`src/rtl/seq_mon_pkg.sv`:
```
// Shared state encoding for the detector hit monitor.
package seq_mon_pkg;

  typedef enum logic [1:0] {
    IDLE  = 2'b00,
    WATCH = 2'b01,
    ALARM = 2'b10
  } mon_state_e;

  localparam logic [1:0] ST_ILLEGAL = 2'b11;

endpackage

```
`src/rtl/seq_win_timer.sv`:
```
// Observation window counter 0..WIN_LEN-1 with clear/hold; flags the final window cycle.
module seq_win_timer #(
  parameter int unsigned WIN_LEN = 16
) (
  input  logic clk,
  input  logic rst,
  input  logic clr,
  input  logic hold,
  output logic last_c
);

  localparam int unsigned TW = (WIN_LEN > 1) ? $clog2(WIN_LEN) : 1;

  logic [TW-1:0] timer;

  always_ff @(posedge clk) begin
    if (rst || clr) begin
      timer <= '0;
    end else if (!hold) begin
      timer <= last_c ? '0 : timer + TW'(1);
    end
  end

  assign last_c = (timer == TW'(WIN_LEN - 1));

endmodule

```
`src/rtl/seq_hit_monitor.sv`:
```
// Counts "101" detector hits in total and per window; raises a sticky alarm at THRESH hits.
// Optional one-cycle alarm_irq pulse when SEQ_HIT_MONITOR_IRQ_PULSE_EN is defined.
module seq_hit_monitor
  import seq_mon_pkg::*;
#(
  parameter int unsigned WIN_LEN = 16,
  parameter int unsigned THRESH  = 3,
  parameter int unsigned CNT_W   = 8
) (
  input  logic                         clk,
  input  logic                         rst,
  input  logic                         en,
  input  logic                         det,
  input  logic                         clr,
  output logic [CNT_W-1:0]             hit_cnt,
  output logic [$clog2(THRESH+1)-1:0]  win_cnt,
  output logic                         alarm,
`ifdef SEQ_HIT_MONITOR_IRQ_PULSE_EN
  output logic                         alarm_irq,
`endif
  output logic [1:0]                   state_o
);

  localparam int unsigned WC_W = $clog2(THRESH + 1);

  mon_state_e       state, state_nxt;
  logic [CNT_W-1:0] hit_nxt;
  logic [WC_W-1:0]  win_nxt;
  logic             alarm_nxt;
  logic             tmr_clr, tmr_hold;
  logic             last_c;
  logic             hit_c;
  logic [WC_W:0]    win_sum_c;
  logic             thr_c;

  assign hit_c     = en & det;
  assign win_sum_c = {1'b0, win_cnt} + (WC_W+1)'(hit_c);
  assign thr_c     = (win_sum_c >= (WC_W+1)'(THRESH));

  seq_win_timer #(.WIN_LEN(WIN_LEN)) u_timer (
    .clk    (clk),
    .rst    (rst),
    .clr    (tmr_clr),
    .hold   (tmr_hold),
    .last_c (last_c)
  );

  always_ff @(posedge clk) begin
    if (rst) begin
      state   <= IDLE;
      hit_cnt <= '0;
      win_cnt <= '0;
      alarm   <= 1'b0;
    end else begin
      state   <= state_nxt;
      hit_cnt <= hit_nxt;
      win_cnt <= win_nxt;
      alarm   <= alarm_nxt;
    end
  end

  // Priority inside WATCH/ALARM: en=0 > clr > threshold > window wrap
  always_comb begin
    state_nxt = state;
    hit_nxt   = hit_cnt;
    win_nxt   = win_cnt;
    alarm_nxt = alarm;
    tmr_clr   = 1'b0;
    tmr_hold  = 1'b0;
    case (state)
      IDLE: begin
        win_nxt   = '0;
        alarm_nxt = 1'b0;
        tmr_clr   = 1'b1;
        if (en) state_nxt = WATCH;
      end
      WATCH, ALARM: begin
        if (hit_c && (hit_cnt != '1)) hit_nxt = hit_cnt + CNT_W'(1);
        if (!en) begin
          state_nxt = IDLE;
          win_nxt   = '0;
          alarm_nxt = 1'b0;
          tmr_clr   = 1'b1;
        end else if (clr) begin
          state_nxt = WATCH;
          win_nxt   = '0;
          alarm_nxt = 1'b0;
          tmr_clr   = 1'b1;
        end else if (state == ALARM) begin
          tmr_hold = 1'b1;
        end else if (thr_c) begin
          state_nxt = ALARM;
          win_nxt   = WC_W'(THRESH);
          alarm_nxt = 1'b1;
          tmr_hold  = 1'b1;
        end else if (last_c) begin
          win_nxt = '0;
        end else begin
          win_nxt = win_sum_c[WC_W-1:0];
        end
      end
      default: begin
        state_nxt = IDLE;
        hit_nxt   = '0;
        win_nxt   = '0;
        alarm_nxt = 1'b0;
        tmr_clr   = 1'b1;
      end
    endcase
  end

  assign state_o = state;

`ifdef SEQ_HIT_MONITOR_IRQ_PULSE_EN
  always_ff @(posedge clk) begin
    if (rst) alarm_irq <= 1'b0;
    else     alarm_irq <= (state == WATCH) && (state_nxt == ALARM);
  end
`endif

endmodule

```
`config.mk`:
```
export PLATFORM = sky130hd
export DESIGN_NAME = seq_hit_monitor
export DESIGN_NICKNAME = d
export VERILOG_FILES = /design/src/rtl/seq_mon_pkg.sv /design/src/rtl/seq_win_timer.sv /design/src/rtl/seq_hit_monitor.sv
export SDC_FILE = /design/constraint.sdc
export NUM_CORES = 1
export LEC_CHECK = 0
export BUFFER_PORTS_ARGS = -buffer_cell sky130_fd_sc_hd__buf_4
export CAP_MARGIN = 20
export CORE_ASPECT_RATIO = 1.2
export CORE_UTILIZATION = 35
export DETAILED_ROUTE_END_ITERATION = 7
export GPL_TIMING_DRIVEN = 1
export HOLD_SLACK_MARGIN = 0.12
export PLACE_DENSITY = 0.6
export SLEW_MARGIN = 15
export SYNTH_ARGS = -nofsm -noshare
export SYNTH_HDL_FRONTEND = slang
export SYNTH_SLANG_ARGS = --single-unit
```
`constraint.sdc`:
```
create_clock -name clk -period 2 [get_ports clk]
set_input_delay 0.4 -clock clk [delete_from_list [all_inputs] [get_ports clk]]
set_output_delay 0.4 -clock clk [all_outputs]
set_load 0.05 [all_outputs]
```
After elaboration in Yosys (flattened, before gate mapping):

Cells that the tools add are included.

* reductions and logical operators: 8
* muxes and demuxes: 19
* shift-type cells: 0
* multiply operators: 0
* bitwise logic cells: 5
* order comparisons: 1
* add/sub/neg operators: 3
* equal/unequal tests: 8
* divide/modulo/power cells: 0

Operators with widths (count)
* case mux 8 bit (2 select lines): 1
* two-way mux 2 bit: 7
* adder 8 x 1 -> 8 bit, second input constant: 1
* two-way mux 1 bit: 8
* two-way mux 8 bit: 1
* != test 4 bit, second input constant: 2
* != test 8 bit, second input constant: 1
* adder 4 x 1 -> 4 bit, second input constant: 1
* equality test 4 bit, second input constant: 1
* two-way mux 4 bit: 1
* != test 2 bit, second input constant: 2
* inverter 1 bit: 4
* case mux 2 bit (2 select lines): 1
* AND reduction 2 bit: 2
* OR reduction 4 bit: 1
* adder 2 x 1 -> 3 bit: 1
* >= comparator 3 x 2 -> 1 bit, second input constant: 1
* AND reduction 3 bit: 1
* equality test 2 x 1 -> 1 bit, second input constant: 1
* equality test 2 bit, second input constant: 1
* logical NOT 2 bit: 1
* OR reduction 2 bit: 1
* AND 1 bit: 1
* logical AND 1 bit: 1
* logical OR 1 bit: 1

* latch bits: 0
* memories: 0
* output and inout port bits: 13
* bits in registers: 17
* ROM bits: 0
* memory bits (writable): 0

Logic depth before layout (Yosys ltp):

* depth after elaboration: 8
* depth in mapped cells: 8

Hierarchy:

A second synthesis with hierarchy kept.

* cell total of the unflattened synthesis: 109
* area, all modules: 1009.7 sq um

Modules (own cells, without submodules)
* seq_hit_monitor: instances 1, cells an instance 92, area each 829.5 sq um
* seq_win_timer: instances 1, cells an instance 17, area each 180.2 sq um

Worst setup path after synthesis:

No wires, ideal clock.

* path type: register to register
* start point: reg win_cnt[0]
* end point: reg state[0] (netlist: state_o[0])
* clock period less this slack: 2.143 ns
* path buffers: 0
* cell stages (with the launch flop): 7
* path slack: -0.143 ns
* arrival: 2.022 ns
* setup time: 0.121 ns
* cells stage by stage: dfxtp_1 > and3_2 > ha_1 > nand4b_1 > o21ai_0 > o31ai_1 > mux2_2

* cells in the longest elaborated chain, start to end: 4

RTL lines
* from (decl): line seq_hit_monitor.sv:16 `output logic [$clog2(THRESH+1)-1:0] win_cnt,`
* from (signal assigned): line seq_hit_monitor.sv:57 `win_cnt <= win_nxt;`
* adder 2 x 1 -> 3 bit: line seq_hit_monitor.sv:37 `assign win_sum_c = {1'b0, win_cnt} + (WC_W+1)'(hit_c);`
* >= comparator 3 x 2 -> 1 bit: line seq_hit_monitor.sv:38 `assign thr_c = (win_sum_c >= (WC_W+1)'(THRESH));`
* != test 4 bit (no source line)
* AND reduction 3 bit (no source line)
* to (signal assigned): line seq_hit_monitor.sv:55 `state <= state_nxt;`
* to (decl): line seq_hit_monitor.sv:26 `mon_state_e state, state_nxt;`

Every way passes these cells.
A chain may end at the register's enable or synchronous reset.

Worst setup path after layout:

* start point: reg state[0] (netlist: state_o[0])
* end point: reg win_cnt[0]

* cells in the longest elaborated chain, start to end: 4

RTL lines
* equality test 2 bit / equality test 2 x 1 -> 1 bit (equally long branches): line seq_hit_monitor.sv:70, seq_hit_monitor.sv:89
* OR reduction 2 bit: line seq_hit_monitor.sv:70 `case (state)`
* inverter 1 bit (no source line)
* OR reduction 4 bit (no source line)

Parallel ways exist; a longest one is shown, timed or not.

==> results.py <==
metrics = {
    "synth": {
        "synthMostInstantiatedCell": "dfxtp_1",
        "yosys_warnings": 0,
        "netlist_area_um2": 978,
        "postSynthAreaPerCell_um2": 8.66,
        "syn-num-nets": 125,
        "synth_top_area_share_pct": 34.8,
        "synth_ff_type": "dfxtp_1",
        "ys_ff_latch": 17,
        "synthTopCellsByArea": "dfxtp_1, ha_1, a21oi_1",
        "seq_area_frac_synth_pct": 34.8,
        "async_reset_ff_share_pct": 0,
        "yosys-top-cells-count": "dfxtp_1, a21oi_1, nor2_1",
        "yosysTopAreaCell": "dfxtp_1",
        "syn_inst": 113,
        "synth.distinct_cells": 38,
        "synth_edf_count": 0,
    },
    "sta": {
        "worst_hold_slack_ps": 323,
        "fin_crit_ps": 1850,
        "rsz0062_at_grt": "no",
        "max_freq_mhz": 540,
        "fin_ws_ps": 148,
        "maxSlewViolCount": 0,
        "setup_viol": 0,
        "worst_slew_pin_slew_ps": 517,
        "fin_crit_sh_pct": 92.6,
        "finClkSkew_ps": 2.14,
        "max_slew_margin_pct": 65.5,
        "finalHoldViolations": 0,
    },
    "flow_run": {
        "drv_cap": 0,
    },
    "route": {
        "route.vias.total": 960,
        "routed_via_density": 5.52,
        "drtAntennaViolNets": 0,
        "first_pass_iters": 4,
        "wirelength_um": 2230,
        "wl_per_cell_um": 12.8,
        "drt-initial-drc-count": 16,
        "drc_errors": 0,
    },
    "global_route": {
        "grt_max_degree": 14,
        "grt_pass1_wl_um": 3800,
        "grt_pass1_vias": 909,
        "overflow": 0,
        "grt_usage_pct": 17.0,
        "antenna_found_initial": 0,
    },
    "placed_design": {
        "pre_cts_ws_ps": -14.6,
        "place.gp.congestion": 0.767,
        "placement.io_buffers": 17,
        "dpl.hpwl_um": 1750,
    },
    "setup_path": {
        "critical_path.endpoint": "win_cnt[0]",
        "reg2reg_slack_ps": 150,
        "crit_type": "reg -> reg",
        "cp.arrival_ps": 2060,
        "timing.rr.end": "win_cnt[0]",
        "start_kind": "flip-flop",
        "cp-startpoint": "state_o[0]",
        "r2r_cells": 6,
        "worstPathRequired_ps": 2210,
        "worstPathMaxFanout": 7,
        "crit_path_end_kind": "flip-flop",
        "rr_startpoint": "state_o[0]",
    },
    "worst_hold_path": {
        "hold_path_class": "in -> reg",
    },
    "finish": {
        "seq_area_um2": 344,
        "fin_nets": 154,
        "nFillCells": 285,
        "syn2layout_area_growth_pct": 25.3,
        "multi_input_area_um2": 588,
        "layout-drive-gt1-share_pct": 29.1,
        "diodes": 0,
    },
    "clock_network": {
        "clk_latency_ps": 300,
        "numCtsBuffers": 3,
        "clock-sinks": 17,
        "tritoncts": "yes",
        "cts_root_buffer": "clkbuf_4",
        "clk_pin_slew_ps": 110,
        "clock_path_buffers": 2,
        "htree_levels": 1,
    },
    "die": {
        "initial_utilization_pct": 37.6,
        "die_area_mm2": 0.00301,
        "floorplan.rows": 20,
        "dieHeight_um": 59.9,
        "design.core.area_mm2": 0.00260,
        "ios": 18,
        "dieWidth_um": 50.3,
    },
    "power_and_ir_drop": {
        "worst_ir_drop_vdd_mv": 0.279,
        "p_leak_nw": 0.477,
        "p_per_area_mw_per_mm2": 553,
    },
    "status": {
        "run_status": "finished clean",
    },
}
timing repair:
item / 4_1_cts / 5_1_grt
setup endpoints to repair: 0 / 2
hold buffers: 0 / 0
gates resized for setup: 0 / 1
buffers inserted: 0 / 1
sequential cells by signal, indices dropped and copies added (netlist names):
signal and cells:
state_o 2, win_cnt 2, u_timer.timer 4, hit_cnt 8, alarm 1
critical path, stage by stage (launching register included):
cell	delay (ps)
dfxtp_2	360
inv_1	90
ha_2	400
nand3b_1	130
or2_2	300
o21bai_1	230
a211oi_1	240
kinds of logic after synthesis:
group                    after synthesis  share of synthesized area [%]
AO/OA/AOI/OAI                         37                           25.8
XOR/XNOR                               1                          0.895
adder cells (fa/ha/maj)                7                           8.95
buffers and inverters                  9                           5.37
flip-flops                            17                           34.8
multiplexers                           2                           2.17
AND/OR/NAND/NOR                       40                           22.0
placed cells by master (no fill, tap or decap), types with 2 or more instances in the layout:
| cell type | n |
|---|---|
| or3_1 | 3 |
| o21ai_0 | 4 |
| nand3_1 | 5 |
| nand2_1 | 6 |
| o31ai_1 | 4 |
| o211ai_1 | 2 |
| buf_4 | 27 |
| dfxtp_1 | 14 |
| o21bai_1 | 3 |
| inv_1 | 6 |
| ha_1 | 6 |
| a21oi_1 | 12 |
| dfxtp_2 | 3 |
| o21a_1 | 2 |
| nand3b_1 | 3 |
| nor2_1 | 11 |
| or4_1 | 3 |
| clkbuf_4 | 3 |
| nand4_1 | 2 |
power breakdown:
part,switching [mW],internal (mW)
Sequential,0.00523,0.345
Clock,0.120,0.0745
Combinational,0.0829,0.0507
metrics by stage:
| step | cells | TNS (ps) | cell area (um^2) | total power, mW | util [%] |
|---|---|---|---|---|---|
| after CTS | 173 | 0 | 1220 | 0.688 | 46.7 |
| after detailed placement | 169 | -14.6 | 1190 | 0.489 | 45.7 |
| after global routing | 174 | 0 | 1230 | 0.716 | 47.1 |
| after global placement | 169 | 0 | 1190 | 0.485 | 45.7 |
| final | 174 | 0 | 1230 | 0.678 | 47.1 |
| after floorplan | 113 | 0 | 982 | 0.456 | - |
worst min path at each step:
stage / from / to / slack [ps] / cells past startpoint
3_5_place_dp: alarm / alarm / 440 / 2
3_3_place_gp: alarm / alarm / 430 / 2
5_1_grt: rst / hit_cnt[0] / 310 / 2
2_1_floorplan: rst / hit_cnt[0] / 470 / 1
4_1_cts: rst / hit_cnt[1] / 310 / 2
6_report: rst / hit_cnt[1] / 320 / 2
routing by layer:
metal	vias to the layer above	share of wire [%]	track usage (%)
met2	12	55	33.9
met4	0	0.76	8.57
met5	-	0	0
met3	2	2.4	3.05
li1	480	-	-
met1	466	41	16.5
final cells by class:
| type | instances | share of cell area (%) |
|---|---|---|
| Multi-Input combinational cell | 87 | 48.0 |
| Sequential cell | 17 | 28.1 |
| Clock buffer | 3 | 1.84 |
| Inverter | 6 | 1.84 |
| Clock inverter | 1 | 0.408 |
| Tap cell | 33 | 3.37 |
| Timing Repair Buffer | 27 | 16.5 |
(Power assumes the default switching activity.)
